[config.mk]
export PLATFORM = sky130hd
export DESIGN_NAME = rf_wb_arbiter_flat
export DESIGN_NICKNAME = d
export VERILOG_FILES = /design/src/rtl/rf_wb_arbiter_pkg.sv /design/src/rtl/rf_wb_arbiter_if.sv /design/src/rtl/rf_wb_arbiter_scoreboard.sv /design/src/rtl/rf_wb_arbiter.sv /design/src/flat_wrapper.sv
export SDC_FILE = /design/constraint.sdc
export NUM_CORES = 1
export LEC_CHECK = 0
export CAP_MARGIN = 10
export CORE_MARGIN = 4
export CORE_UTILIZATION = 50
export DETAILED_ROUTE_END_ITERATION = 10
export GPL_TIMING_DRIVEN = 0
export PLACE_DENSITY = 0.75
export REMOVE_ABC_BUFFERS = 1
export SYNTH_ARGS = -nofsm -noshare
export SYNTH_HDL_FRONTEND = slang
export SYNTH_SLANG_ARGS = --single-unit
[constraint.sdc]
create_clock -name clk -period 9.4 [get_ports clk]
set_input_delay 2.35 -clock clk [delete_from_list [all_inputs] [get_ports clk]]
set_output_delay 2.35 -clock clk [all_outputs]
set_load 0.05 [all_outputs]
[src/rtl/rf_wb_arbiter_pkg.sv]
// Shared CPU constants and types for the register-file writeback arbiter slice.
package rf_wb_arbiter_pkg;

   localparam int REG_NUM = 32;
   localparam int REG_AW  = 5;
   localparam int DATA_W  = 32;

   typedef logic [REG_AW-1:0] reg_addr_t;
   typedef logic [DATA_W-1:0] reg_data_t;
   typedef logic [1:0]        pend_cnt_t;

   localparam pend_cnt_t PEND_MAX = 2'd3;

   typedef struct packed {
      logic      we;
      reg_addr_t waddr;
      reg_data_t wdata;
   } rf_write_t;

endpackage

[src/rtl/rf_wb_arbiter_if.sv]
// Issue, writeback-request, register-file and operand-check signals of the arbiter.
interface rf_wb_arbiter_if;
   import rf_wb_arbiter_pkg::*;

   logic      issue_valid;
   reg_addr_t issue_waddr;
   logic      issue_ready;

   logic      req0_valid;
   logic      req0_ready;
   reg_addr_t req0_waddr;
   reg_data_t req0_wdata;

   logic      req1_valid;
   logic      req1_ready;
   reg_addr_t req1_waddr;
   reg_data_t req1_wdata;

   logic      rf_we;
   reg_addr_t rf_waddr;
   reg_data_t rf_wdata;

   reg_addr_t raddr1;
   reg_addr_t raddr2;
   logic      raw_stall;

   modport master (
      output issue_valid, issue_waddr,
      output req0_valid, req0_waddr, req0_wdata,
      output req1_valid, req1_waddr, req1_wdata,
      output raddr1, raddr2,
      input  issue_ready, req0_ready, req1_ready,
      input  rf_we, rf_waddr, rf_wdata, raw_stall
   );

   modport slave (
      input  issue_valid, issue_waddr,
      input  req0_valid, req0_waddr, req0_wdata,
      input  req1_valid, req1_waddr, req1_wdata,
      input  raddr1, raddr2,
      output issue_ready, req0_ready, req1_ready,
      output rf_we, rf_waddr, rf_wdata, raw_stall
   );

endinterface

[src/rtl/rf_wb_arbiter_scoreboard.sv]
// Per-register outstanding-write counters; gates issue and flags read-after-write hazards.
module rf_scoreboard
   import rf_wb_arbiter_pkg::*;
(
   input  logic      clk,
   input  logic      reset,
   input  logic      issue_valid,
   input  reg_addr_t issue_waddr,
   output logic      issue_ready,
   input  logic      rf_we,
   input  reg_addr_t rf_waddr,
   input  reg_addr_t raddr1,
   input  reg_addr_t raddr2,
   output logic      raw_stall
);

   pend_cnt_t          pending [REG_NUM];
   logic [REG_NUM-1:0] inc_vec;
   logic [REG_NUM-1:0] dec_vec;

   assign issue_ready = (issue_waddr == '0) || (pending[issue_waddr] != PEND_MAX);

   assign raw_stall = ((raddr1 != '0) && (pending[raddr1] != '0)) ||
                      ((raddr2 != '0) && (pending[raddr2] != '0));

   always_comb begin
      inc_vec = '0;
      dec_vec = '0;
      if (issue_valid && issue_ready && (issue_waddr != '0))
         inc_vec[issue_waddr] = 1'b1;
      if (rf_we && (rf_waddr != '0))
         dec_vec[rf_waddr] = 1'b1;
   end

   // A simultaneous issue and retire on one register cancel out; r0 is never tracked.
   always_ff @(posedge clk) begin
      if (reset) begin
         for (int i = 0; i < REG_NUM; i++)
            pending[i] <= '0;
      end else begin
         for (int i = 0; i < REG_NUM; i++) begin
            if (i == 0)
               pending[i] <= '0;
            else if (inc_vec[i] && !dec_vec[i])
               pending[i] <= pending[i] + 2'd1;
            else if (dec_vec[i] && !inc_vec[i] && (pending[i] != '0))
               pending[i] <= pending[i] - 2'd1;
         end
      end
   end

   always_ff @(posedge clk) begin
      if (!reset && rf_we && (rf_waddr != '0) && !inc_vec[rf_waddr])
         assert (pending[rf_waddr] != '0)
            else $error("rf_scoreboard: write-back to r%0d with no pending issue", rf_waddr);
   end

endmodule

[src/rtl/rf_wb_arbiter.sv]
// Two-requester register-file writeback arbiter with starvation guard and registered write port.
module rf_wb_arbiter
   import rf_wb_arbiter_pkg::*;
#(
   parameter int STARVE_MAX = 4
)
(
   input logic          clk,
   input logic          reset,
   rf_wb_arbiter_if.slave bus
);

   localparam int STARVE_W = (STARVE_MAX < 1) ? 1 : $clog2(STARVE_MAX + 1);

   logic [STARVE_W-1:0] starve_cnt;
   logic                force1;
   logic                xfer0;
   logic                xfer1;
   reg_addr_t           win_addr;
   reg_data_t           win_data;
   rf_write_t           wr_q;

   // req0 normally wins; once req1 has waited STARVE_MAX cycles it takes the port.
   assign force1         = (starve_cnt >= STARVE_W'(STARVE_MAX));
   assign bus.req1_ready = bus.req1_valid && !(bus.req0_valid && !force1);
   assign bus.req0_ready = bus.req0_valid && !(bus.req1_valid && force1);
   assign xfer0          = bus.req0_valid && bus.req0_ready;
   assign xfer1          = bus.req1_valid && bus.req1_ready;

   always_ff @(posedge clk) begin
      if (reset)
         starve_cnt <= '0;
      else if (xfer1)
         starve_cnt <= '0;
      else if (bus.req1_valid && !bus.req1_ready && !force1)
         starve_cnt <= starve_cnt + 1'b1;
   end

   always_comb begin
      win_addr = bus.req0_waddr;
      win_data = bus.req0_wdata;
      if (xfer1) begin
         win_addr = bus.req1_waddr;
         win_data = bus.req1_wdata;
      end
   end

   // Writes to r0 are acknowledged but never reach the register file.
   always_ff @(posedge clk) begin
      if (reset) begin
         wr_q <= '0;
      end else if (xfer0 || xfer1) begin
         wr_q.we    <= (win_addr != '0);
         wr_q.waddr <= win_addr;
         wr_q.wdata <= win_data;
      end else begin
         wr_q.we <= 1'b0;
      end
   end

   assign bus.rf_we    = wr_q.we;
   assign bus.rf_waddr = wr_q.waddr;
   assign bus.rf_wdata = wr_q.wdata;

   rf_scoreboard u_scoreboard (
      .clk         (clk),
      .reset       (reset),
      .issue_valid (bus.issue_valid),
      .issue_waddr (bus.issue_waddr),
      .issue_ready (bus.issue_ready),
      .rf_we       (wr_q.we),
      .rf_waddr    (wr_q.waddr),
      .raddr1      (bus.raddr1),
      .raddr2      (bus.raddr2),
      .raw_stall   (bus.raw_stall)
   );

endmodule

[src/flat_wrapper.sv]
// flat-port wrapper written by rule: the top's interface ports become plain ports
module rf_wb_arbiter_flat import rf_wb_arbiter_pkg::*;
#(
   parameter int STARVE_MAX = 4
)
  (clk, reset, bus_issue_valid, bus_issue_waddr, bus_req0_valid, bus_req0_waddr, bus_req0_wdata, bus_req1_valid, bus_req1_waddr, bus_req1_wdata, bus_raddr1, bus_raddr2, bus_issue_ready, bus_req0_ready, bus_req1_ready, bus_rf_we, bus_rf_waddr, bus_rf_wdata, bus_raw_stall);
  rf_wb_arbiter_if bus_i ();
  input logic clk;
  input logic reset;
  input wire logic [$bits(bus_i.issue_valid)-1:0] bus_issue_valid;
  input wire logic [$bits(bus_i.issue_waddr)-1:0] bus_issue_waddr;
  input wire logic [$bits(bus_i.req0_valid)-1:0] bus_req0_valid;
  input wire logic [$bits(bus_i.req0_waddr)-1:0] bus_req0_waddr;
  input wire logic [$bits(bus_i.req0_wdata)-1:0] bus_req0_wdata;
  input wire logic [$bits(bus_i.req1_valid)-1:0] bus_req1_valid;
  input wire logic [$bits(bus_i.req1_waddr)-1:0] bus_req1_waddr;
  input wire logic [$bits(bus_i.req1_wdata)-1:0] bus_req1_wdata;
  input wire logic [$bits(bus_i.raddr1)-1:0] bus_raddr1;
  input wire logic [$bits(bus_i.raddr2)-1:0] bus_raddr2;
  output wire logic [$bits(bus_i.issue_ready)-1:0] bus_issue_ready;
  output wire logic [$bits(bus_i.req0_ready)-1:0] bus_req0_ready;
  output wire logic [$bits(bus_i.req1_ready)-1:0] bus_req1_ready;
  output wire logic [$bits(bus_i.rf_we)-1:0] bus_rf_we;
  output wire logic [$bits(bus_i.rf_waddr)-1:0] bus_rf_waddr;
  output wire logic [$bits(bus_i.rf_wdata)-1:0] bus_rf_wdata;
  output wire logic [$bits(bus_i.raw_stall)-1:0] bus_raw_stall;
  assign bus_i.issue_valid = bus_issue_valid;
  assign bus_i.issue_waddr = bus_issue_waddr;
  assign bus_i.req0_valid = bus_req0_valid;
  assign bus_i.req0_waddr = bus_req0_waddr;
  assign bus_i.req0_wdata = bus_req0_wdata;
  assign bus_i.req1_valid = bus_req1_valid;
  assign bus_i.req1_waddr = bus_req1_waddr;
  assign bus_i.req1_wdata = bus_req1_wdata;
  assign bus_i.raddr1 = bus_raddr1;
  assign bus_i.raddr2 = bus_raddr2;
  assign bus_issue_ready = bus_i.issue_ready;
  assign bus_req0_ready = bus_i.req0_ready;
  assign bus_req1_ready = bus_i.req1_ready;
  assign bus_rf_we = bus_i.rf_we;
  assign bus_rf_waddr = bus_i.rf_waddr;
  assign bus_rf_wdata = bus_i.rf_wdata;
  assign bus_raw_stall = bus_i.raw_stall;
  rf_wb_arbiter #(.STARVE_MAX(STARVE_MAX)) u_core (.clk(clk), .reset(reset), .bus(bus_i));
endmodule
### Yosys cells after proc, flatten, opt, wreduce, memory -nomap -nowiden

Memory sizes are Yosys's and may differ from the RTL's.
Cells that the tools add are included.

| word-level totals | value |
|---|---|
| register bits after elaboration | 41 |
| bits in writable memories | 64 |
| input port bits | 94 |
| output and inout port bits | 42 |
| logic and storage cells | 647 |
| memories | 1 |

| operators by class | value |
|---|---|
| add/subtract/negate cells | 63 |
| $lt $le $gt $ge | 5 |
| equality and inequality tests | 1 |
| multiplexer cells | 291 |
| bitwise operators | 64 |
| reduce and logical (&&, ||, !) cells | 218 |

Memories:

| memory | depth | width | read ports | clocked after Yosys merged registers in | wr ports | RTL line | RTL |
|---|---|---|---|---|---|---|---|
| u_core.u_scoreboard.pending | 32 | 2 | 34 | 0 | 32 | rf_wb_arbiter_scoreboard.sv:17 | `pend_cnt_t pending [REG_NUM];` |

Operators by type and width:

| cell | count |
|---|---|
| $mux 1 | 222 |
| $mux 2 | 63 |
| $logic_and 1x1->1 | 108 |
| $mux 32 | 3 |
| $logic_not 1->1 | 66 |
| $reduce_bool 2->1 | 33 |
| $or 1x1->1 | 63 |
| $add 2x1->2 const B | 31 |
| $sub 2x1->2 const B | 31 |
| $reduce_bool 5->1 | 5 |
| $lt 5x6->1 const B | 2 |
| $demux 1 s5 | 2 |
| $ge 5x1->1 const B | 2 |
| $logic_not 5->1 | 1 |
| $mux 5 | 1 |
| $reduce_or 2->1 | 2 |
| $add 3x1->3 const B | 1 |
| $ge 3x3->1 const B | 1 |
| $logic_or 1x1->1 | 3 |
| $ne 2x2->1 const B | 1 |
| $not 1->1 | 1 |

### Depth between registers and ports, before layout

Gate-level depths: netlist (run 1).
An unclocked memory read counts as a cell.

| depth | value |
|---|---|
| depth in word-level cells | 14 |
| gate-level depth with buffers | 12 |
| gate-level depth less buffers | 7 |

### By module

Synthesis (run 1) repeated with hierarchy kept, for this count alone.

| unflattened totals | value |
|---|---|
| cell total of the unflattened synthesis | 758 |
| area, all modules | 7240.7 um^2 |

Modules (own cells, without submodules):

| module | instances | cells an instance | area each (um^2) | sequential area each (um^2) |
|---|---|---|---|---|
| rf_scoreboard | 1 | 568 | 5451.5 | 1861.8 |
| rf_wb_arbiter | 1 | 190 | 1789.2 | 820.8 |

### Worst setup path after synthesis (run 1)

OpenSTA, ideal clock, no wires.

| timing | value |
|---|---|
| kind | input-to-output |
| from | input bus_issue_waddr[1] |
| to | output bus_issue_ready |
| arrival | 4.165 ns |
| required time | 7.050 ns |
| path slack | 2.885 ns |
| stages on the path | 7 |
| buffers on the path | 2 |
| cell sequence | buf_6 -> buf_6 -> mux4_2 -> nand4_1 -> o311ai_1 -> a2111o_1 -> nand2_1 |

| on the way | value |
|---|---|
| longest elaborated chain between the ends | 3 |
| elaborated cells on any way between the ends | 4 |
| classes of those cells | eq/ne: 1; reduce/logical: 2; memory: 1 |

Ends and longest elaborated chain:

| what | RTL line | RTL |
|---|---|---|
| start, declared | flat_wrapper.sv:11 | `input wire logic [$bits(bus_i.issue_waddr)-1:0] bus_issue_waddr;` |
| $mem_v2 32x2 | n/a |  |
| $ne 2x2->1 | rf_wb_arbiter_scoreboard.sv:21 | `assign issue_ready = (issue_waddr == '0) \|\| (pending[issue_waddr] != PEND_MAX);` |
| $logic_or 1x1->1 (*) | rf_wb_arbiter_scoreboard.sv:21 |  |
| end, declared | flat_wrapper.sv:20 | `output wire logic [$bits(bus_i.issue_ready)-1:0] bus_issue_ready;` |

Mark *: on every way between the ends. The rest lies on a longest branch, timed or not.

### Worst setup path in the final report (run 1)

| timing | value |
|---|---|
| from | input bus_issue_waddr[3] |
| to | output bus_issue_ready |

Same word-level chain as after synthesis.

==> flow_summary.json, run 1 <==
{
  "num_io_pins": 136,
  "worst_ep_required_time_ps": 7050,
  "dp_hpwl_um": 16700,
  "die_w_um": 130,
  "drv_cap": 0,
  "busiest_layer": "met2",
  "crit_arrival_ps": 5890,
  "cts_root_buffer": "clkbuf_16",
  "finish.instance_area_um2": 9200,
  "hold_viol": 0,
  "drc_errors": 0,
  "outcome": "finished, final reports clean",
  "multiInputGateArea_um2": 4490,
  "synth.avg_cell_area_um2": 8.87,
  "start_util_pct": 51.2,
  "layout_commonest_cell": "clkdlybuf4s50_1",
  "vias_per_cell": 6.45,
  "grt_util_met2_pct": 41.6,
  "synth_cell_types": 61,
  "track_usage_pct": 26.8,
  "vias": 7233,
  "synthesis.area_um2": 7470,
  "dieArea_um2": 17000,
  "finalCoreUtilization_pct": 63.1,
  "syn_inst": 842,
  "cpPeakStageDelay_ps": 820,
  "powerDensity_nw_per_um2": 130,
  "synth-edff-count": 62,
  "synth-seq-area-share_pct": 35.9,
  "cts_resized": 0,
  "slew_violations": 0,
  "path_cells": "clkdlybuf4s50_1 > and3_1 > nand2_1 > or4b_1 > a2111o_1 > nand2_1 > clkdlybuf4s50_1",
  "path_clk_slew_ps": 70,
  "cts_tree": "built",
  "grt_max_degree": 67,
  "synth.area.top_cells": "edfxtp_1 25%, dfxtp_1 11%, mux2i_1 8.2%, mux4_2 5.4%, nand2_1 4.6%",
  "postCtsSetupBuffers": 0,
  "clockBufferDepth": 2,
  "wire_per_inst_um": 20.1,
  "drt.antenna.violating_nets": 0,
  "startpoint_type": "input port",
  "place_ws_ps": 1260,
  "peakVddDrop_mv": 0.0812,
  "finalCritPeriodShare_pct": 87.6,
  "cts_max_level": 3,
  "grt_pass1_wl_um": 35600,
  "core_um2": 14600,
  "drt-total-wl_um": 22500,
  "yosysTopAreaCell": "edfxtp_1",
  "fillers": 1266,
  "cts_buffers": 9,
  "drive_gt1_share_pct": 6.62,
  "firstDrtPassIters": 5,
  "rows": 44,
  "clock_latency_ps": 360,
  "period_minus_slack_ps": 8240,
  "synth_top_area_share_pct": 24.9,
  "synth_ff_type": "edfxtp_1",
  "gp_congestion": 0.931,
  "diodes": 0,
  "fin_nets": 1029,
  "die_height_um": 130,
  "maxSlewHeadroom_pct": 24.3,
  "fin_ws_ps": 1160,
  "setup_viol": 0,
  "crit_type": "input port to primary output",
  "hp-class": "register to register",
  "first_iter_violations": 861,
  "worstPathMaxFanout": 18,
  "dp.cells": 1104,
  "antenna_found_initial": 0,
  "place_area_um2": 8920,
  "grt_use_met1_pct": 36.1,
  "yosysWarnings": 0,
  "worstMarginPinSlew_ps": 1130,
  "power.leakage_nw": 3.26,
  "final_cell_mix": "133 x clkdlybuf4s50_1, 91 x nand2_1, 77 x nor2_1",
  "grt_pass1_vias": 6574,
  "ys_ff_latch": 103,
  "finalSetupTns_ps": 0,
  "overflow": 0,
  "fin_worst_skew_ps": 9.30,
  "syn_to_final_growth_pct": 23.1,
  "stdcell_count": 1121,
  "final-seq-area_um2": 2680,
  "io_buffers": 135,
  "clock-sinks": 103,
  "rsz0062_at_grt": "no",
  "max_freq_mhz": 121,
  "met3_usage_pct": 7.00,
  "async_reset_ff_share_pct": 0,
  "postCtsHoldBufs": 0,
  "end_kind": "primary output",
  "cpMaxStageDelayCell": "clkdlybuf4s50_1"
}
-- cells by family (layout without fill, tap and decap cells) --
logic type | Yosys count | count (layout) | synth area share [%]
adder cells (fa/ha/maj) | 3 | 3 | 0.502
multiplexers | 82 | 82 | 14.1
buffers and inverters | 74 | 169 | 4.40
AO/OA/AOI/OAI | 223 | 223 | 21.0
flip-flops | 103 | 103 | 35.9
AND/OR/NAND/NOR | 356 | 356 | 24.1
XOR/XNOR | 1 | 1 | 0.117
-- registers in the layout, indices dropped and copies added, names as in the netlist --
signal / count
u_core.starve_cnt: 3
u_core.u_scoreboard.pending: 62
u_core.bus.rf_waddr: 5
u_core.bus.rf_we: 1
u_core.bus.rf_wdata: 32
-- routing by layer --
metal  part of all wire [%]  wire length, µm
met4                    2.6              594
met5                      0                0
met1                     41             9230
met2                     46            10300
met3                     10             2320
-- final cells by class --
class                      instances  area share (%)
clock buffer                      10            2.49
clock inverter                     6           0.462
sequential                       103            29.2
inverter                           7           0.286
timing repair buffer             146            16.3
multi-input combinational        665            48.8
tap                              184            2.50
-- cell usage after synthesis, types with 11 or more instances --
library cell / n
nor3b_1: 22
mux4_2: 18
nor2b_1: 22
nand2_1: 92
a211oi_1: 36
buf_2: 11
a31oi_1: 11
dfxtp_1: 41
or3_1: 12
and3_1: 15
nor3_1: 14
edfxtp_1: 62
nand3b_1: 12
a311o_1: 13
nand3_1: 46
o21ai_0: 52
mux2i_1: 61
a21oi_1: 32
clkbuf_1: 45
nor2_1: 77
-- report_power, final --
part           internal [mW]  total (mW)  switching (mW)
sequential             0.509       0.544          0.0351
combinational          0.125       0.295           0.170
clock                  0.182       0.355           0.173
-- stage by stage --
step | power, mW | hold slack [ps]
final | 1.19 | 453
after global routing | 1.24 | 481
after CTS | 1.20 | 457
after detailed placement | 0.846 | 442
after global placement | 0.839 | 433
after floorplan | 0.707 | 456
-- worst paths after layout --
| path | from | cells past startpoint | slack, ps | to |
|---|---|---|---|---|
| max | bus_issue_waddr[3] | 7 | 1160 | bus_issue_ready |
| min | u_core.bus.rf_wdata[26] | 2 | 450 | u_core.bus.rf_wdata[26] |
| max reg2reg | u_core.u_scoreboard.pending[20][1] | 7 | 5430 | u_core.u_scoreboard.pending[14][1] |
| min reg2reg | u_core.bus.rf_wdata[26] | 2 | 450 | u_core.bus.rf_wdata[26] |
-- worst max-delay path, delay by kind of cell --
kind	cells	cell delay, ps
buffers and inverters	2	1540
AND/OR/NAND/NOR	4	1400
AO/OA/AOI/OAI	1	590
No activity file was read; power rests on OpenSTA's default activity.
==> run 2, diff against run 1 <==
--- a/config.mk
+++ b/config.mk
@@ -10,7 +10,7 @@
 export CORE_UTILIZATION = 50
 export DETAILED_ROUTE_END_ITERATION = 10
 export GPL_TIMING_DRIVEN = 0
-export PLACE_DENSITY = 0.75
+export PLACE_DENSITY = 0.73
 export REMOVE_ABC_BUFFERS = 1
 export SYNTH_ARGS = -nofsm -noshare
 export SYNTH_HDL_FRONTEND = slang
==> run 2 against run 1 <==
Compared with the run above: largest power group unchanged; clock power rose by 7.9%; highest routed layer unchanged; flip-flop and latch count did not move; global-route usage rose by 1.3 points; sequential share of layout area fell by 0.12 points; first-iteration DRC count fell by 24%; hold slack barely moved; final cell count barely moved; maximum frequency fell by 0.22%; final area rose by 0.41%; die area did not move; register-to-register slack got worse by 30 ps; worst setup slack got worse by 19 ps.
==> flow_summary.json, run 2 (same netlist as run 1, synthesis figures left out) <==
{
  "outcome": "finished, final reports clean",
  "power.leakage_nw": 3.28,
  "cts_buffers": 9,
  "die_w_um": 130,
  "dieArea_um2": 17000,
  "gp_congestion": 0.920,
  "grt_max_degree": 70,
  "rows": 44,
  "drc_errors": 0,
  "first_iter_violations": 657,
  "die_height_um": 130,
  "drt-total-wl_um": 23500,
  "multiInputGateArea_um2": 4490,
  "core_um2": 14600,
  "p_total_mw": 1.23,
  "finish.instance_area_um2": 9240,
  "antenna_found_initial": 0,
  "worstMarginPinSlew_ps": 1180,
  "hp-class": "register to register",
  "firstDrtPassIters": 5,
  "vias_per_cell": 6.54,
  "hold_viol": 0,
  "clockBufferDepth": 2,
  "track_usage_pct": 28.1,
  "crit_arrival_ps": 5910,
  "grt_pass1_vias": 7270,
  "drv_cap": 0,
  "syn_to_final_growth_pct": 23.6,
  "cts_max_level": 3,
  "peakVddDrop_mv": 0.0912,
  "max_freq_mhz": 121,
  "path_clk_slew_ps": 70,
  "place_area_um2": 8920,
  "layout_commonest_cell": "clkdlybuf4s50_1",
  "worst_ep_required_time_ps": 7050,
  "start_util_pct": 51.2,
  "worstPathMaxFanout": 18,
  "fin_nets": 1030,
  "drive_gt1_share_pct": 6.72,
  "startpoint_type": "input port",
  "crit_type": "input port to primary output",
  "powerDensity_nw_per_um2": 133,
  "cts_resized": 0,
  "final_cell_mix": "133 x clkdlybuf4s50_1, 91 x nand2_1, 77 x nor2_1",
  "diodes": 0,
  "finalCritPeriodShare_pct": 87.8,
  "wire_per_inst_um": 20.9,
  "num_io_pins": 136,
  "clock-sinks": 103,
  "dp_hpwl_um": 17700,
  "io_buffers": 135,
  "maxSlewHeadroom_pct": 21.2,
  "finalSetupTns_ps": 0,
  "cts_root_buffer": "clkbuf_16",
  "postCtsHoldBufs": 0,
  "postCtsSetupBuffers": 0,
  "grt_pass1_wl_um": 37300,
  "largest-register": "u_core.u_scoreboard.pending",
  "end_kind": "primary output",
  "fillers": 1184,
  "drt.antenna.violating_nets": 0,
  "clock_latency_ps": 360,
  "cts_tree": "built",
  "slew_violations": 0,
  "overflow": 0,
  "fin_worst_skew_ps": 4.85,
  "period_minus_slack_ps": 8260,
  "rsz0062_at_grt": "no",
  "final-seq-area_um2": 2680,
  "vias": 7337,
  "largest_register_ffs": 62,
  "setup_viol": 0
}
==> run 2: area by class of cell <==
cell class	instances	area share, %
multi-input cells	665	48.6
flip-flops and latches	103	29.0
repair buffers	147	16.3
clock buffers	11	2.86
well taps	184	2.49
clock inverters	5	0.420
inverters	7	0.284
==> run 2: power breakdown <==
group / switching, mW / internal (mW) / leakage [nW]
Combinational: 0.172 / 0.125 / 2.15
Clock: 0.178 / 0.205 / 0.153
Sequential: 0.0362 / 0.509 / 0.977
Total: 0.386 / 0.839 / 3.28
==> run 2: metrics by stage <==
| step | util (%) | setup WS [ps] | hold WS [ps] | std cells |
|---|---|---|---|---|
| detailed placement | 61.2 | 1220 | 443 | 1104 |
| CTS | 63.2 | 1200 | 460 | 1120 |
| finish | 63.3 | 1140 | 453 | 1122 |
| global placement | 60.0 | 359 | 438 | 1094 |
| global route | 63.3 | 1050 | 485 | 1122 |
| floorplan | - | 2850 | 456 | 775 |
==> run 2: per-layer routing <==
layer / part of all wire, % / track usage, % / vias to the layer above
met3: 8.9 / 7.29 / 63
met5: 0 / 0 / -
met4: 3.7 / 11.7 / 0
met2: 49 / 47.5 / 373
li1: - / - / 3413
met1: 38 / 33.9 / 3488
==> run 2: final timing paths <==
check	depth (start not counted)	slack, ps	start	end
setup / recovery	7	1140	bus_issue_waddr[2]	bus_issue_ready
hold / removal	2	450	u_core.bus.rf_wdata[10]	u_core.bus.rf_wdata[10]
setup reg to reg	7	5400	u_core.u_scoreboard.pending[4][1]	u_core.u_scoreboard.pending[14][0]
hold reg to reg	2	450	u_core.bus.rf_wdata[10]	u_core.bus.rf_wdata[10]
==> run 2: critical path, stage by stage <==
cell and delay [ps]:
clkdlybuf4s50_1 740, and3_1 540, nand2_1 210, or4b_1 470, a2111o_1 590, nand2_1 180, clkdlybuf4s50_1 820
